### config.mk
export PLATFORM = sky130hd
export DESIGN_NAME = pwr_seq
export DESIGN_NICKNAME = d
export VERILOG_FILES = /design/src/rtl/pwr_seq_pkg.sv /design/src/rtl/pwr_seq_timer.sv /design/src/rtl/pwr_seq.sv
export SDC_FILE = /design/constraint.sdc
export NUM_CORES = 1
export LEC_CHECK = 0
export CAP_MARGIN = 20
export CORE_MARGIN = 10
export CORE_UTILIZATION = 45
export DETAILED_ROUTE_END_ITERATION = 12
export GPL_ROUTABILITY_DRIVEN = 0
export PLACE_DENSITY = 0.7
export SYNTH_ARGS = -nofsm -noshare
export SYNTH_HDL_FRONTEND = slang
export SYNTH_SLANG_ARGS = --single-unit
### constraint.sdc
create_clock -name clk -period 2.8 [get_ports clk]
set_input_delay 0.28 -clock clk [delete_from_list [all_inputs] [get_ports clk]]
set_output_delay 0.28 -clock clk [all_outputs]
set_load 0.02 [all_outputs]
### src/rtl/pwr_seq_pkg.sv
// Power sequencer shared types.
// State encoding, rail count and timer width.
package pwr_seq_pkg;

  localparam int NUM_RAILS = 3;
  localparam int CNT_W     = 8;

  typedef enum logic [2:0] {
    S_OFF,
    S_UP_PG,
    S_UP_DLY,
    S_POR_WAIT,
    S_ON,
    S_DOWN,
    S_FAULT
  } state_t;

  typedef logic [NUM_RAILS-1:0] rails_t;
  typedef logic [CNT_W-1:0]     cnt_t;

  // Rails strictly below the one currently being brought up.
  function automatic rails_t below_mask(input logic [1:0] i);
    rails_t m;
    m = '0;
    for (int b = 0; b < NUM_RAILS; b++)
      if (b < int'(i)) m[b] = 1'b1;
    return m;
  endfunction

endpackage

### src/rtl/pwr_seq_timer.sv
// ce_tick driven saturating counter.
// Clear has priority over counting.
module ce_timer
  import pwr_seq_pkg::*;
(
  input  logic clk,
  input  logic rst_n,
  input  logic clr,
  input  logic ce,
  output cnt_t cnt
);

  always_ff @(posedge clk or negedge rst_n) begin
    if (!rst_n)
      cnt <= '0;
    else if (clr)
      cnt <= '0;
    else if (ce && (cnt != '1))
      cnt <= cnt + cnt_t'(1);
  end

endmodule

### src/rtl/pwr_seq.sv
// Three-rail power sequencer with PG timeout,
// brown-out detection and reverse-order shutdown.
module pwr_seq
  import pwr_seq_pkg::*;
#(
  parameter cnt_t STEP_DELAY = 8'd2,
  parameter cnt_t PG_TIMEOUT = 8'd8,
  parameter cnt_t POR_DELAY  = 8'd4
) (
  input  logic       clk,
  input  logic       rst_n,
  input  logic       ce_tick,
  input  logic       pwr_enable,
  input  logic [2:0] pg,
  output logic [2:0] rail_en,
  output logic       por_n,
  output logic       fault
);

  state_t     state, state_n;
  logic [1:0] idx, idx_n;
  rails_t     rail_n;
  logic       por_nx;
  logic       fault_n;
  logic       clr;
  logic       ce;
  logic       down_step;
  cnt_t       cnt;

  logic       drop_all;
  logic       drop_low;
  logic       pg_cur;
  rails_t     cur_bit;

  assign cur_bit  = rails_t'(1) << idx;
  assign pg_cur   = |(pg & cur_bit);
  assign drop_all = |(rail_en & ~pg);
  assign drop_low = |(rail_en & ~pg & below_mask(idx));

  assign ce = ce_tick &
              (state inside {S_UP_PG, S_UP_DLY,
                             S_POR_WAIT, S_DOWN});

  ce_timer u_timer (
    .clk   (clk),
    .rst_n (rst_n),
    .clr   (clr),
    .ce    (ce),
    .cnt   (cnt)
  );

  always_comb begin
    state_n   = state;
    idx_n     = idx;
    rail_n    = rail_en;
    por_nx    = por_n;
    fault_n   = fault;
    down_step = 1'b0;

    unique case (state)
      S_OFF: begin
        rail_n  = '0;
        por_nx  = 1'b0;
        fault_n = 1'b0;
        idx_n   = '0;
        if (pwr_enable) begin
          state_n = S_UP_PG;
          rail_n  = rails_t'(1);
        end
      end

      S_UP_PG: begin
        if (drop_low || (cnt == PG_TIMEOUT && !pg_cur))
          state_n = S_FAULT;
        else if (!pwr_enable)
          state_n = S_DOWN;
        else if (pg_cur)
          state_n = S_UP_DLY;
      end

      S_UP_DLY: begin
        if (drop_all)
          state_n = S_FAULT;
        else if (!pwr_enable)
          state_n = S_DOWN;
        else if (cnt == STEP_DELAY) begin
          if (idx == 2'(NUM_RAILS - 1))
            state_n = S_POR_WAIT;
          else begin
            idx_n   = idx + 2'd1;
            rail_n  = {rail_en[NUM_RAILS-2:0], 1'b1};
            state_n = S_UP_PG;
          end
        end
      end

      S_POR_WAIT: begin
        if (drop_all)
          state_n = S_FAULT;
        else if (!pwr_enable)
          state_n = S_DOWN;
        else if (cnt == POR_DELAY) begin
          state_n = S_ON;
          por_nx  = 1'b1;
        end
      end

      S_ON: begin
        if (drop_all)
          state_n = S_FAULT;
        else if (!pwr_enable) begin
          state_n = S_DOWN;
          por_nx  = 1'b0;
        end
      end

      // Rails are shed one at a time, highest first.
      S_DOWN: begin
        por_nx = 1'b0;
        if (rail_en == '0)
          state_n = S_OFF;
        else if (cnt == STEP_DELAY) begin
          down_step = 1'b1;
          rail_n    = rail_en >> 1;
          if (rail_en[NUM_RAILS-1:1] == '0)
            state_n = S_OFF;
        end
      end

      S_FAULT: begin
        rail_n  = '0;
        por_nx  = 1'b0;
        fault_n = 1'b1;
        if (!pwr_enable) begin
          state_n = S_OFF;
          fault_n = 1'b0;
        end
      end

      default: begin
        state_n = S_OFF;
        rail_n  = '0;
        por_nx  = 1'b0;
        fault_n = 1'b0;
      end
    endcase

    if (state_n == S_FAULT) begin
      rail_n  = '0;
      por_nx  = 1'b0;
      fault_n = 1'b1;
      idx_n   = '0;
    end

    clr = (state_n != state) || down_step;
  end

  always_ff @(posedge clk or negedge rst_n) begin
    if (!rst_n) begin
      state   <= S_OFF;
      idx     <= '0;
      rail_en <= '0;
      por_n   <= 1'b0;
      fault   <= 1'b0;
    end else begin
      state   <= state_n;
      idx     <= idx_n;
      rail_en <= rail_n;
      por_n   <= por_nx;
      fault   <= fault_n;
    end
  end

endmodule
==> run metrics <==
status=complete, no violations; Worst Setup End Kind=flop; total gr overflow=0; Worst-Skew Late Latency=0.30 ns; Mapped Area=1490 um^2; post_cts resized=0; core box area=3130 um^2; synthesis-to-layout area growth=13.1%; most frequent cells in the layout=dfrtp_1, nand2_1, nor3_1, nor2_1, clkdlybuf4s50_1; Top-Level Pins=12; CTS clk-pin slew, worst paths=0.12 ns; power share of the clock group=12.4%; crit path DAT=2.70 ns; final hold violation count=0; die width=77.6 um; total internal power=0.000681 W; Sink Count=18; drt initial violations=180; ratio of cells with drive above 1 in the final layout=10.3%; initial antenna violation count=0; HPWL after DPL=2.96 mm; Leak=0.667 nW; R2R Path Start=idx[0]; post-synth top area share=30.2%; post-route setup slack=0.262 ns; final setup violating endpoints=0; pin count of the biggest net entering global routing=19; Seq cells post-synth=18; Root Buffer=clkbuf_4; Min-Delay Path Class=in -> async; post-CTS setup buffers=0; CTS Buf Count=3; multi-input logic area=977 um^2; yosys warns=0; crit path cell chain=inv_1, ha_1, a222oi_1, and3_1, o21ai_0, o21a_1, a311oi_4, a211oi_1; max cap viols=0; Period Utilization, post-route=90.6%; Routed WL per cell=17.0 um; pre-CTS setup slack=0.348 ns; PortBufs=11; Setup crit end=rail_en[1]; Layout Nets=200; CP Max Fanout=7; Via Count=1416; CTS Hold Bufs=0; Remaining DRCs=0; fillers=272; Die Ht=77.6 um; worst rel slew slack=42.8%; R2R Setup Slk=0.26 ns; fmax=394 MHz; PD cells=802 nW/um^2; switching share of power=49.7%; worst-margin pin slew=0.855 ns; ys async rst share=100%; Largest stage delay, worst path=0.48 ns; Crit Path Class=reg -> reg; capture point of the worst reg-to-reg path=rail_en[1]; first-pass GRT wire length=6.77 mm; Combinational Power Share=58.2%; Vias/cell=6.18; GRT Overall Usage=13.4%; Clock Skew=0.0170 ns; worst endpoint required time=2.96 ns; CP startpoint=idx[0]; Synth Flop Type=dfrtp_1; CTS H-tree depth=1; sw power=0.000673 W; Inserted Diodes=0; largest cells by area after synthesis=dfrtp_1, ha_1, nor3_1; Net Count, Synth=188; Setup TNS Final=0 ns; wirelength, routed=3.90 mm; die footprint=6020 um^2; register area=450 um^2; Syn Area/Cell=8.59 um^2; library cells used by synthesis=51; Initial Util=47.8%; commonest non-fill, non-tap cell in the layout=dfrtp_1; max-slew violations=0; DRT Pass-1 Iters=5; Worst Reg2Reg Path Length in Cells=8; site row count=20; RSZ-0062 raised after global routing=false; DRT antenna net count=0; post-synthesis sequential area ratio=30.2%; Tmin final=2.54 ns; Mapped Cells=174; CP max-delay cell=a222oi_1; Yosys top cell by area=dfrtp_1; Startpoint Class=flop; EDFF count, synth=0; Clock Tree Buf Depth=2; vias in the first global route=1347; CTS tree=built; Peak VDD IR=0.432 mV; Seq pwr share=29.5%
-- power by group through the flow --
stage | combinational, W | sequential (W) | clock [W]
finish | 0.000788 | 0.000399 | 0.000168
global route | 0.000864 | 0.000409 | 0.000189
CTS | 0.000780 | 0.000393 | 0.000173
detailed placement | 0.000776 | 0.000398 | 0
global placement | 0.000759 | 0.000396 | 0
floorplan | 0.000585 | 0.000366 | 0
-- kinds of logic (layout without fill, tap and decap cells) --
kind of cell / Yosys count / after routing / share of synthesized area (%)
xor+xnor: 8 / 8 / 5.19
buf+inv: 17 / 28 / 4.44
flops: 18 / 18 / 30.2
simple gates: 81 / 81 / 30.8
compound gates: 40 / 40 / 21.4
mux: 3 / 3 / 2.09
fa+ha+maj: 7 / 7 / 5.86
-- metal layers --
| layer | up-vias | track usage [%] | wire, um |
|---|---|---|---|
| li1 | 672 | - | - |
| met1 | 674 | 17.7 | 1720 |
| met2 | 62 | 20.7 | 1810 |
| met3 | 8 | 2.53 | 277 |
| met4 | 0 | 5.47 | 91 |
| met5 | - | 0 | 0 |
-- through the flow --
stage	hold WS, ns	utilization [%]	std cells	total power, W	instance area (um^2)
finish	0.449	54.0	229	0.00135	1690
detailed placement	0.603	52.8	225	0.00117	1650
global route	0.502	54.0	229	0.00146	1690
floorplan	-0.0156	-	174	0.000951	1490
global placement	0.587	52.8	225	0.00115	1650
CTS	0.469	54.0	229	0.00135	1690
-- cells in the mapped netlist, types with 2 or more instances --
| library cell | count |
|---|---|
| dfrtp_1 | 18 |
| nand2_1 | 14 |
| nor3_1 | 14 |
| nor2_1 | 11 |
| inv_1 | 9 |
| nand3_1 | 9 |
| o21ai_0 | 8 |
| ha_1 | 7 |
| xnor2_1 | 7 |
| a21oi_1 | 5 |
| and3_1 | 5 |
| clkbuf_1 | 5 |
| nand2b_1 | 5 |
| a211oi_1 | 3 |
| a31oi_1 | 3 |
| nor4_1 | 3 |
| or3b_2 | 3 |
| a22oi_1 | 2 |
| and2_1 | 2 |
| and3b_1 | 2 |
| buf_2 | 2 |
| mux2i_1 | 2 |
| nand4_1 | 2 |
| nor2b_1 | 2 |
| nor3b_1 | 2 |
| o211ai_1 | 2 |
| o21a_1 | 2 |
| o31a_1 | 2 |
-- flip-flops by register name (all words and copies together), names as in the netlist --
| name | flops |
|---|---|
| rail_en | 3 |
| por_n | 1 |
| idx | 2 |
| state | 3 |
| u_timer.cnt | 8 |
| fault | 1 |
-- worst min path at each step --
stage	from	end	slack [ns]	depth (start not counted)
final	rst_n	state[2]	0.45	1
after global routing	rst_n	state[2]	0.50	1
after CTS	rst_n	rail_en[0]	0.47	1
after detailed placement	u_timer.cnt[5]	u_timer.cnt[5]	0.60	2
after global placement	idx[1]	idx[1]	0.59	2
after floorplan	rst_n	fault	-0.02	0
-- worst max-delay path: cells and delay by family (launching register included) --
family                   cells  cell delay, ns
AO/OA/AOI/OAI                5            1.36
adder cells (fa/ha/maj)      1            0.24
buffers and inverters        1            0.09
flip-flops                   1            0.46
AND/OR/NAND/NOR              1            0.25
-- area by class of cell --
type	count	area share, %
sequential	18	26.7
timing repair buffer	14	7.85
clock buffer	4	2.15
multi-input combinational	139	57.9
tap	44	3.26
inverter	10	2.22
(Power assumes the default switching activity.)
